<file path="src/rtl/pc_sequencer_pkg.sv">
// Constants shared by the PC sequencer and the control FSM that drives it.
package pc_pkg;

  localparam logic [1:0] SEL_SEQ    = 2'b00;
  localparam logic [1:0] SEL_BRANCH = 2'b01;
  localparam logic [1:0] SEL_JUMP   = 2'b10;
  localparam logic [1:0] SEL_RETURN = 2'b11;

  function automatic logic sel_is_call(input logic [1:0] sel);
    return (sel == SEL_BRANCH) || (sel == SEL_JUMP);
  endfunction

endpackage

</file>
<file path="src/rtl/pc_sequencer_ras_stack.sv">
// Circular return-address stack: a push when full silently overwrites the oldest entry.
module ras_stack #(
  parameter int WIDTH = 16,
  parameter int DEPTH = 4
) (
  input  logic             clk,
  input  logic             reset,
  input  logic             push_i,
  input  logic             pop_i,
  input  logic [WIDTH-1:0] data_i,
  output logic [WIDTH-1:0] top_o,
  output logic             empty_o,
  output logic             full_o
);

  localparam int PTR_W = $clog2(DEPTH);
  localparam int CNT_W = $clog2(DEPTH + 1);

  logic [WIDTH-1:0] mem_q [DEPTH];
  logic [PTR_W-1:0] ptr_q, ptr_d;
  logic [CNT_W-1:0] count_q, count_d;

  // ptr_q is the next free slot; once full it points at the oldest entry.
  assign top_o   = mem_q[ptr_q - PTR_W'(1)];
  assign empty_o = (count_q == '0);
  assign full_o  = (count_q == CNT_W'(DEPTH));

  always_comb begin
    // NOTE: every combinational output gets a default first so no latch is inferred.
    ptr_d   = ptr_q;
    count_d = count_q;
    if (push_i) begin
      ptr_d = ptr_q + PTR_W'(1);
      if (!full_o) count_d = count_q + CNT_W'(1);
    end else if (pop_i && !empty_o) begin
      ptr_d   = ptr_q - PTR_W'(1);
      count_d = count_q - CNT_W'(1);
    end
  end

  // NOTE: state registers use non-blocking assignments so all flops update together.
  always_ff @(posedge clk) begin
    if (reset) begin
      ptr_q   <= '0;
      count_q <= '0;
    end else begin
      ptr_q   <= ptr_d;
      count_q <= count_d;
    end
  end

  // NOTE: data words are not reset; the zeroed count makes stale contents unreachable.
  always_ff @(posedge clk) begin
    if (push_i && !reset) mem_q[ptr_q] <= data_i;
  end

endmodule

</file>
<file path="src/rtl/pc_sequencer.sv">
// Program-counter unit: next-PC mux, PC register, sticky RAS error flag and return-address stack.
module pc_sequencer
  import pc_pkg::*;
#(
  parameter int                  PC_WIDTH  = 16,
  parameter int                  PC_STEP   = 1,
  parameter logic [PC_WIDTH-1:0] RESET_PC  = '0,
  parameter int                  RAS_DEPTH = 4
) (
  input  logic                clk,
  input  logic                reset,
  input  logic                pc_en,
  input  logic [1:0]          sel,
  input  logic [PC_WIDTH-1:0] offset,
  input  logic [PC_WIDTH-1:0] target,
  input  logic                push,
  output logic [PC_WIDTH-1:0] pc,
  output logic                ras_empty,
  output logic                ras_full,
  output logic                ras_err
);

  logic [PC_WIDTH-1:0] pc_q, pc_d;
  logic [PC_WIDTH-1:0] pc_seq;
  logic [PC_WIDTH-1:0] ras_top;
  logic                err_q, err_d;
  logic                ras_push, ras_pop;

  assign pc_seq  = pc_q + PC_WIDTH'(PC_STEP);
  assign pc      = pc_q;
  assign ras_err = err_q;

  always_comb begin
    pc_d     = pc_q;
    err_d    = err_q;
    ras_push = 1'b0;
    ras_pop  = 1'b0;
    if (pc_en) begin
      case (sel)
        SEL_SEQ:    pc_d = pc_seq;
        SEL_BRANCH: pc_d = pc_q + offset;
        SEL_JUMP:   pc_d = target;
        SEL_RETURN: begin
          // Underflow falls through to the sequential address and flags the error.
          if (ras_empty) begin
            pc_d  = pc_seq;
            err_d = 1'b1;
          end else begin
            pc_d    = ras_top;
            ras_pop = 1'b1;
          end
        end
      endcase
      if (push) begin
        if (sel_is_call(sel)) ras_push = 1'b1;
        else                  err_d    = 1'b1;
      end
    end
  end

  always_ff @(posedge clk) begin
    if (reset) begin
      pc_q  <= RESET_PC;
      err_q <= 1'b0;
    end else begin
      pc_q  <= pc_d;
      err_q <= err_d;
    end
  end

  ras_stack #(
    .WIDTH (PC_WIDTH),
    .DEPTH (RAS_DEPTH)
  ) u_ras (
    .clk     (clk),
    .reset   (reset),
    .push_i  (ras_push),
    .pop_i   (ras_pop),
    .data_i  (pc_seq),
    .top_o   (ras_top),
    .empty_o (ras_empty),
    .full_o  (ras_full)
  );

endmodule

</file>
<file path="config.mk">
export PLATFORM = sky130hd
export DESIGN_NAME = pc_sequencer
export DESIGN_NICKNAME = d
export VERILOG_FILES = /design/src/rtl/pc_sequencer_pkg.sv /design/src/rtl/pc_sequencer_ras_stack.sv /design/src/rtl/pc_sequencer.sv
export SDC_FILE = /design/constraint.sdc
export NUM_CORES = 1
export LEC_CHECK = 0
export BUFFER_PORTS_ARGS = -buffer_cell sky130_fd_sc_hd__buf_2
export CAP_MARGIN = 20
export CORE_UTILIZATION = 30
export CTS_CLUSTER_DIAMETER = 30
export CTS_CLUSTER_SIZE = 24
export DETAILED_ROUTE_END_ITERATION = 12
export GPL_TIMING_DRIVEN = 0
export PLACE_DENSITY = 0.51
export SKIP_CTS_REPAIR_TIMING = 1
export SYNTH_ARGS = -nofsm -noshare
export SYNTH_HDL_FRONTEND = slang
export SYNTH_SLANG_ARGS = --single-unit
</file>
<file path="constraint.sdc">
create_clock -name clk -period 3.6 [get_ports clk]
set_input_delay 0.9 -clock clk [delete_from_list [all_inputs] [get_ports clk]]
set_output_delay 0.9 -clock clk [all_outputs]
set_load 0.005 [all_outputs]
</file>
# Yosys cells after proc, flatten, opt, wreduce, memory -nomap -nowiden
# Memories as Yosys holds them, arrays and structs flattened.
# Index checks and enable logic that the tools add are counted.
# op_classes
n_mux,19
n_reduce_logical,9
add_sub_neg,6
eq_ne,5
# op_table
operator,count
$pmux 16 s4,1
$add 16x1->16 const B,1
$add 16x16->16,1
$mux 16,1
$mux 1,12
$mux 3,3
$eq 2x2->1 const B,2
$mux 2,2
$add 3x1->3 const B,1
$eq 3x3->1 const B,1
$logic_not 3->1,1
$sub 3x1->3 const B,1
$add 2x1->2 const B,1
$eq 2x1->1 const B,1
$logic_and 1x1->1,2
$logic_not 1->1,2
$logic_not 2->1,1
$ne 2x2->1 const B,1
$reduce_and 2->1,1
$reduce_bool 2->1,1
$sub 2x1->2 const B,1
$logic_or 1x1->1,1
# totals
mem_bits_rw,64
n_memories,1
ff_bits,22
in_bits,38
out_inout_bits,19
# mem_list
name,depth,width,read_ports,rd_clocked_by_memory_dff,wr,line_no,rtl
u_ras.mem_q,4,16,1,0,1,pc_sequencer_ras_stack.sv:19,logic [WIDTH-1:0] mem_q [DEPTH];

# Depth between registers and ports, before layout
# Gate-level depths: netlist of run 1.
# logic_depth
depth_word,8
ltp_mapped,11

# Cells and area by module
# From an unflattened synthesis of run 1, not the netlist that was laid out.
# unflattened
hier_cells,422
area_unflattened_um2,4855.9
# by_module_without_submodules
mod,cells_per_inst,area_each_um2,seq_area_each_um2,n_inst
ras_stack,132,2700.1,2021.9,1
pc_sequencer,290,2155.8,340.3,1

# Worst setup path after synthesis of run 1
# No wires, ideal clock.
# synth_path
kind,in2reg
from,in offset[0]
to,"reg pc_q[12], in the netlist pc[12]"
path_buffers,0
slack_ns,0.940
stages,9
arrival_time_ns,2.569
t_required_ns,3.509
cell_sequence,ha_1 inv_1 fa_1 nor2b_1 o2111ai_1 a21oi_1 nor3_1 or3_1 a311oi_1
# synth_via
elab_chain_len,2
# synth_lines
item,line_no,rtl
start: declaration,pc_sequencer.sv:14,"input logic [PC_WIDTH-1:0] offset,"
$add 16x16->16,pc_sequencer.sv:41,SEL_BRANCH: pc_d = pc_q + offset;
$pmux 16 s4,pc_sequencer.sv:39,case (sel)
end signal: assignment,pc_sequencer.sv:66,pc_q <= pc_d;
end: declaration,pc_sequencer.sv:23,"logic [PC_WIDTH-1:0] pc_q, pc_d;"
# Every way passes these cells.
# A chain may end at the register's enable or synchronous reset.

# Worst setup path after layout of run 1
# layout_path
from,reg u_ras.ptr_q[0]
to,"reg pc_q[2], in the netlist pc[2]"
# layout_via
elab_chain_len,4
# layout_lines
item,line_no,rtl
start: declaration,pc_sequencer_ras_stack.sv:20,"logic [PTR_W-1:0] ptr_q, ptr_d;"
start signal: assignment,pc_sequencer_ras_stack.sv:47,ptr_q <= ptr_d;
$sub 2x1->2,pc_sequencer_ras_stack.sv:24,assign top_o = mem_q[ptr_q - PTR_W'(1)];
$mem_v2 4x16,--,
$mux 16,pc_sequencer.sv:45,if (ras_empty) begin
$pmux 16 s4,pc_sequencer.sv:39,
# Every way passes these cells.

==> impl_metrics.toml, run 1 <==
[worst_hold_path]
hp-start = "ras_err$_SDFFE_PP0P_"
min_path_type = "register to register"

[routing]
routed_wl_um = 13590
drtIter0Drc = 272
drtAntennaViolNets = 0
post_drt_via_cell_ratio = 5.217
drc_errors = 0
dr.pass1.iters = 6
wire_per_inst_um = 19.06
vias = 3720

[floorplan]
die_h_um = 129.5
coreArea_mm2 = 0.01589
initial_core_util = 0.3071
rows = 46
chipWidth_um = 129.5
io_pins = 57
dieArea_mm2 = 0.01678

[worst_setup_path]
endpoint_kind = "register"
path_class = "register to register"
path_buf_inv = 4
worst-path-stages = 10
critical_path.top_delay_family = "buffers and inverters"
rrSetupSlack_ns = 0.52
critical_path_arrival_ns = 3.29
r2r-end = "pc[2]$_SDFFE_PP0P_"
critPathMaxStageDelay_ns = 0.40
reg2reg_from = "u_ras.ptr_q[0]$_SDFFE_PP0P_"
worstPathRequired_ns = 3.81
path_cells = "buf_2 > buf_4 > inv_1 > ha_1 > buf_2 > mux4_2 > a222oi_1 > o32ai_1 > a22oi_1 > nor2_1"
crit_path_max_fanout = 18
crit_path_end = "pc[2]$_SDFFE_PP0P_"
r2r_cells = 10
slowest_stage = "buf_2"
crit_start = "u_ras.ptr_q[0]$_SDFFE_PP0P_"
cp-start-kind = "register"
crit_top_cell = "buf_2"

[synthesis]
synth_edf_count = 64
ys_types = 68
seq_area_frac_synth = 0.4842
syn_area_per_cell_um2 = 11.45
dominantRegCellSynth = "edfxtp_1"
synth_cells = 426
synth_fp_nets = 490
ys_warn_count = 0
synth_seq_cells = 86
synth_area_mm2 = 0.004878
async_reset_ff_frac = 0

[power]
power_mw = 2.516
power_leakage_nw = 2.097
power_density_mw_per_mm2 = 440.7
vdd_ir_drop_max_uv = 228.9

[cells_and_area]
layout_common_cells = "edfxtp_1 (64), buf_2 (63), nor2_1 (32), nand2_1 (29), a21oi_1 (29)"
nets = 556
n_antenna_cell = 0
syn_to_final_growth_pct = 17.00
drive_gt1_frac = 0.2133
n_fill_cell = 1591
final_common_cell = "edfxtp_1"
fin_util = 0.3593

[placement]
hpwl_um = 10170
dp_slack_ns = 0.2006
port_buffers = 56
gp_congestion = 0.8701

[timing]
fin_crit_sh = 0.8567
clock_skew_ns = 0.009926
rsz0062_at_grt = "false"
fmax_mhz = 324.2
holdWs_ns = 0.4818
tightest_slew_ns = 0.8783
slew-limit-headroom = 0.4144
setup_slack_ns = 0.5158
setup_tns_ns = 0
finalHoldViolations = 0
report.final.slew_viol_count = 0
fin_crit_ns = 3.084
finalSetupViolCount = 0

[global_route]
grt_overflow_total = 0
use_met2 = 0.2868
grt_busiest_layer = "met2"
grt_pass1_vias = 3622
use_met3 = 0.01404
grt_util_all_layers = 0.1681
antenna_found_initial = 0
grt_util_met1 = 0.2187
grt_max_degree = 17
grt_pass1_wl_um = 20470

[clock_network]
clk_pin_slew_ns = 0.07
cts-buffers-inserted = 9
clk_path_buf_depth = 2
cts-root-buf = "clkbuf_16"
insertion_delay_ns = 0.34
clock-sinks = 86
htreeDepth = 3
cts_tree = "done"

[job]
cap_violations = 0

[outcome]
outcome = "finished, final reports clean"
[flip-flops by register name, indices dropped and copies added (netlist names)]
register and cells:
u_ras.count_q 3, ras_err 1, u_ras.ptr_q 2, u_ras.mem_q 64
pc 16
[cells by family after synthesis]
logic type,share of synthesized area
xor+xnor,0.04283
buf+inv,0.04386
simple gates,0.1313
compound gates,0.1500
flops,0.4842
mux,0.07797
fa+ha+maj,0.06976
[cells in the mapped netlist (2+ instances only)]
cell type,instances,area [um^2]
buf_2,7,35.03
o21a_1,4,30.03
a221oi_1,5,43.79
nor2b_1,2,12.51
nand4_1,6,37.54
o2111ai_1,2,17.52
o21ai_0,15,75.07
mux4_2,16,360.4
nor2_1,32,120.1
o31a_1,2,17.52
and2_1,4,25.02
dfxtp_1,22,440.4
and4_1,2,17.52
nor3_1,11,55.05
inv_1,17,63.81
mux2i_1,2,20.02
a21oi_1,29,145.1
a22o_1,3,26.28
nor4b_1,2,17.52
clkbuf_1,11,41.29
nand2b_1,3,18.77
buf_6,2,22.52
ha_1,24,300.3
fa_1,2,40.04
a222oi_1,5,50.05
and3_1,2,12.51
o22ai_1,2,12.51
nand2_1,29,108.9
nand3_1,14,70.07
a311oi_1,3,26.28
a31oi_1,4,25.02
a22oi_1,7,52.55
a21o_1,7,52.55
edfxtp_1,64,1922
xor2_1,8,70.07
xnor2_1,14,122.6
a211oi_1,5,37.54
o211ai_1,3,22.52
nand3b_1,2,15.01
or3_1,4,25.02
[metrics by stage]
| stage | std cells | cell area [um^2] |
|---|---|---|
| finish | 713 | 5708 |
| global route | 713 | 5708 |
| CTS | 714 | 5712 |
| detailed placement | 698 | 5429 |
| global placement | 698 | 5429 |
| floorplan | 426 | 4878 |
[per-layer routing]
layer  up-vias  wire (um)  part of all wire
li1       1776          -                 -
met1      1812       6098              0.45
met2       113       6642              0.49
met3        19        553             0.041
met4         0        296             0.022
met5         -          0                 0
[how the worst min path moves through the flow]
stage | to | slack (ns) | depth (start not counted)
6_report | ras_err$_SDFFE_PP0P_ | 0.48 | 2
5_1_grt | ras_err$_SDFFE_PP0P_ | 0.52 | 2
4_1_cts | ras_err$_SDFFE_PP0P_ | 0.49 | 2
3_5_place_dp | ras_err$_SDFFE_PP0P_ | 0.47 | 2
3_3_place_gp | ras_err$_SDFFE_PP0P_ | 0.46 | 2
2_1_floorplan | ras_err$_SDFFE_PP0P_ | 0.46 | 2
[final cells by class]
type	count	area (um^2)	share of cell area
multi-input combinational	299	2302	0.4033
clock inverter	5	50.05	0.008768
sequential	86	2362	0.4139
inverter	18	67.56	0.01184
clock buffer	11	232.7	0.04077
buffer	22	142.6	0.02499
timing repair buffer	56	280.3	0.04910
tap	216	270.3	0.04735
[worst register-to-register path, delay by kind of cell (launching register included)]
kind,cells,cell delay [ns]
fa+ha+maj,1,0.27
buf+inv,4,1.13
simple gates,1,0.06
mux,1,0.39
compound gates,3,0.75
flops,1,0.35
[power breakdown]
part           internal (mW)  switching [mW]
Combinational          0.202           0.276
Sequential              1.10          0.0395
Clock                  0.532           0.366
Total                   1.83           0.681
Power figures use the tool's default switching activity.
==> run 2, diff against run 1 <==
Settings changed: CAP_MARGIN 20 to 15, CELL_PAD_IN_SITES_DETAIL_PLACEMENT from default to 1, CELL_PAD_IN_SITES_GLOBAL_PLACEMENT from default to 2, PLACE_DENSITY 0.51 to 0.68.
==> impl_metrics.toml, run 2 (synthesized netlist as in run 1, its figures left out) <==
[outcome]
outcome = "finished, final reports clean"

[clock_network]
cts_tree = "done"
htreeDepth = 3
clk_pin_slew_ns = 0.07
insertion_delay_ns = 0.34
cts-root-buf = "clkbuf_16"
cts-buffers-inserted = 9
clock-sinks = 86
clk_path_buf_depth = 2

[timing]
fin_crit_sh = 0.8698
fin_crit_ns = 3.131
slew-limit-headroom = 0.4071
report.final.slew_viol_count = 0
rsz0062_at_grt = "false"
setup_tns_ns = 0
tightest_slew_ns = 0.8893
fmax_mhz = 319.4
clock_skew_ns = 0.006248
finalHoldViolations = 0
finalSetupViolCount = 0

[worst_setup_path]
path_class = "register to register"
worstPathRequired_ns = 3.81
cp-start-kind = "register"
critical_path_arrival_ns = 3.34
crit_path_max_fanout = 18
endpoint_kind = "register"

[cells_and_area]
drive_gt1_frac = 0.2193
n_fill_cell = 1798
regMostFlops = "u_ras.mem_q"
syn_to_final_growth_pct = 17.59
nets = 556
layout_common_cells = "edfxtp_1 (64), buf_2 (63), nor2_1 (32), nand2_1 (29), a21oi_1 (29)"
n_antenna_cell = 0
final_common_cell = "edfxtp_1"
fin_util = 0.3611
largest_register_ffs = 64

[routing]
wire_per_inst_um = 20.61
drtIter0Drc = 234
drtAntennaViolNets = 0
drc_errors = 0
dr.pass1.iters = 4
vias = 3705
post_drt_via_cell_ratio = 5.196
routed_wl_um = 14690

[global_route]
grt_util_all_layers = 0.1840
grt_pass1_vias = 3814
grt_pass1_wl_um = 22320
grt_overflow_total = 0
grt_max_degree = 17
grt_busiest_layer = "met2"
antenna_found_initial = 0
grt_util_met1 = 0.2459
use_met3 = 0.01982
use_met2 = 0.3159

[floorplan]
coreArea_mm2 = 0.01589
dieArea_mm2 = 0.01678
io_pins = 57
rows = 46
chipWidth_um = 129.5
die_h_um = 129.5
initial_core_util = 0.3071

[placement]
port_buffers = 56
hpwl_um = 11150
gp_congestion = 0.8100

[power]
power_leakage_nw = 2.112
vdd_ir_drop_max_uv = 205.9
power_density_mw_per_mm2 = 452.6
power_mw = 2.597

[worst_hold_path]
min_path_type = "register to register"

[job]
cap_violations = 0
run 2: changes by cell type in the layout (fill, tap and decap cells not counted), sizes merged:
cell	before	now
clkbuf	22	23
clkinv	4	2
inv	17	18
run 2: power breakdown:
| group | internal [mW] | switching [mW] | leakage [nW] |
|---|---|---|---|
| logic | 0.202 | 0.283 | 1.20 |
| clock network | 0.580 | 0.390 | 0.149 |
| registers | 1.10 | 0.0409 | 0.766 |
| total | 1.88 | 0.714 | 2.11 |
run 2: metal layers:
layer  share of wire  up-vias  routed length (um)
met5               0        -                   0
met2            0.50       74                7312
met4           0.012        0                 172
met1            0.46     1852                6719
li1                -     1768                   -
met3           0.033       11                 489
run 2: area by class of cell:
class / count / area [um^2] / share of cell area
timing repair buffer: 56 / 280.3 / 0.04886
clock buffer: 12 / 256.5 / 0.04471
buffer: 22 / 142.6 / 0.02486
multi-input combinational: 299 / 2302 / 0.4013
inverter: 18 / 67.56 / 0.01178
clock inverter: 4 / 55.05 / 0.009597
sequential: 86 / 2362 / 0.4118
tap: 216 / 270.3 / 0.04711
run 2: worst max-delay path, stage by stage (launching register included):
cell and delay, ns:
dfxtp_1 0.36, buf_2 0.33, buf_4 0.30, inv_1 0.10, ha_1 0.28, buf_2 0.40
mux4_2 0.37, a22oi_1 0.29, o22ai_1 0.12, a211oi_1 0.29, a311oi_1 0.14
run 2: path summary, 6_finish.rpt:
check        slack [ns]                         from                   end  cells past startpoint
max reg2reg        0.47  u_ras.ptr_q[0]$_SDFFE_PP0P_   pc[13]$_SDFFE_PP0P_                     10
min                0.51         ras_err$_SDFFE_PP0P_  ras_err$_SDFFE_PP0P_                      2
min reg2reg        0.51         ras_err$_SDFFE_PP0P_  ras_err$_SDFFE_PP0P_                      2
max                0.47  u_ras.ptr_q[0]$_SDFFE_PP0P_   pc[13]$_SDFFE_PP0P_                     10
run 2: stage by stage:
| stage | std cells | setup slack (ns) | hold WS (ns) | instance area [um^2] |
|---|---|---|---|---|
| 3_5_place_dp | 698 | 0.2166 | 0.4828 | 5429 |
| 2_1_floorplan | 426 | 0.9405 | 0.4604 | 4878 |
| 5_1_grt | 713 | 0.1794 | 0.5604 | 5737 |
| 3_3_place_gp | 698 | 0.2716 | 0.4507 | 5429 |
| 6_report | 713 | 0.4687 | 0.5094 | 5737 |
| 4_1_cts | 714 | 0.2012 | 0.5132 | 5741 |
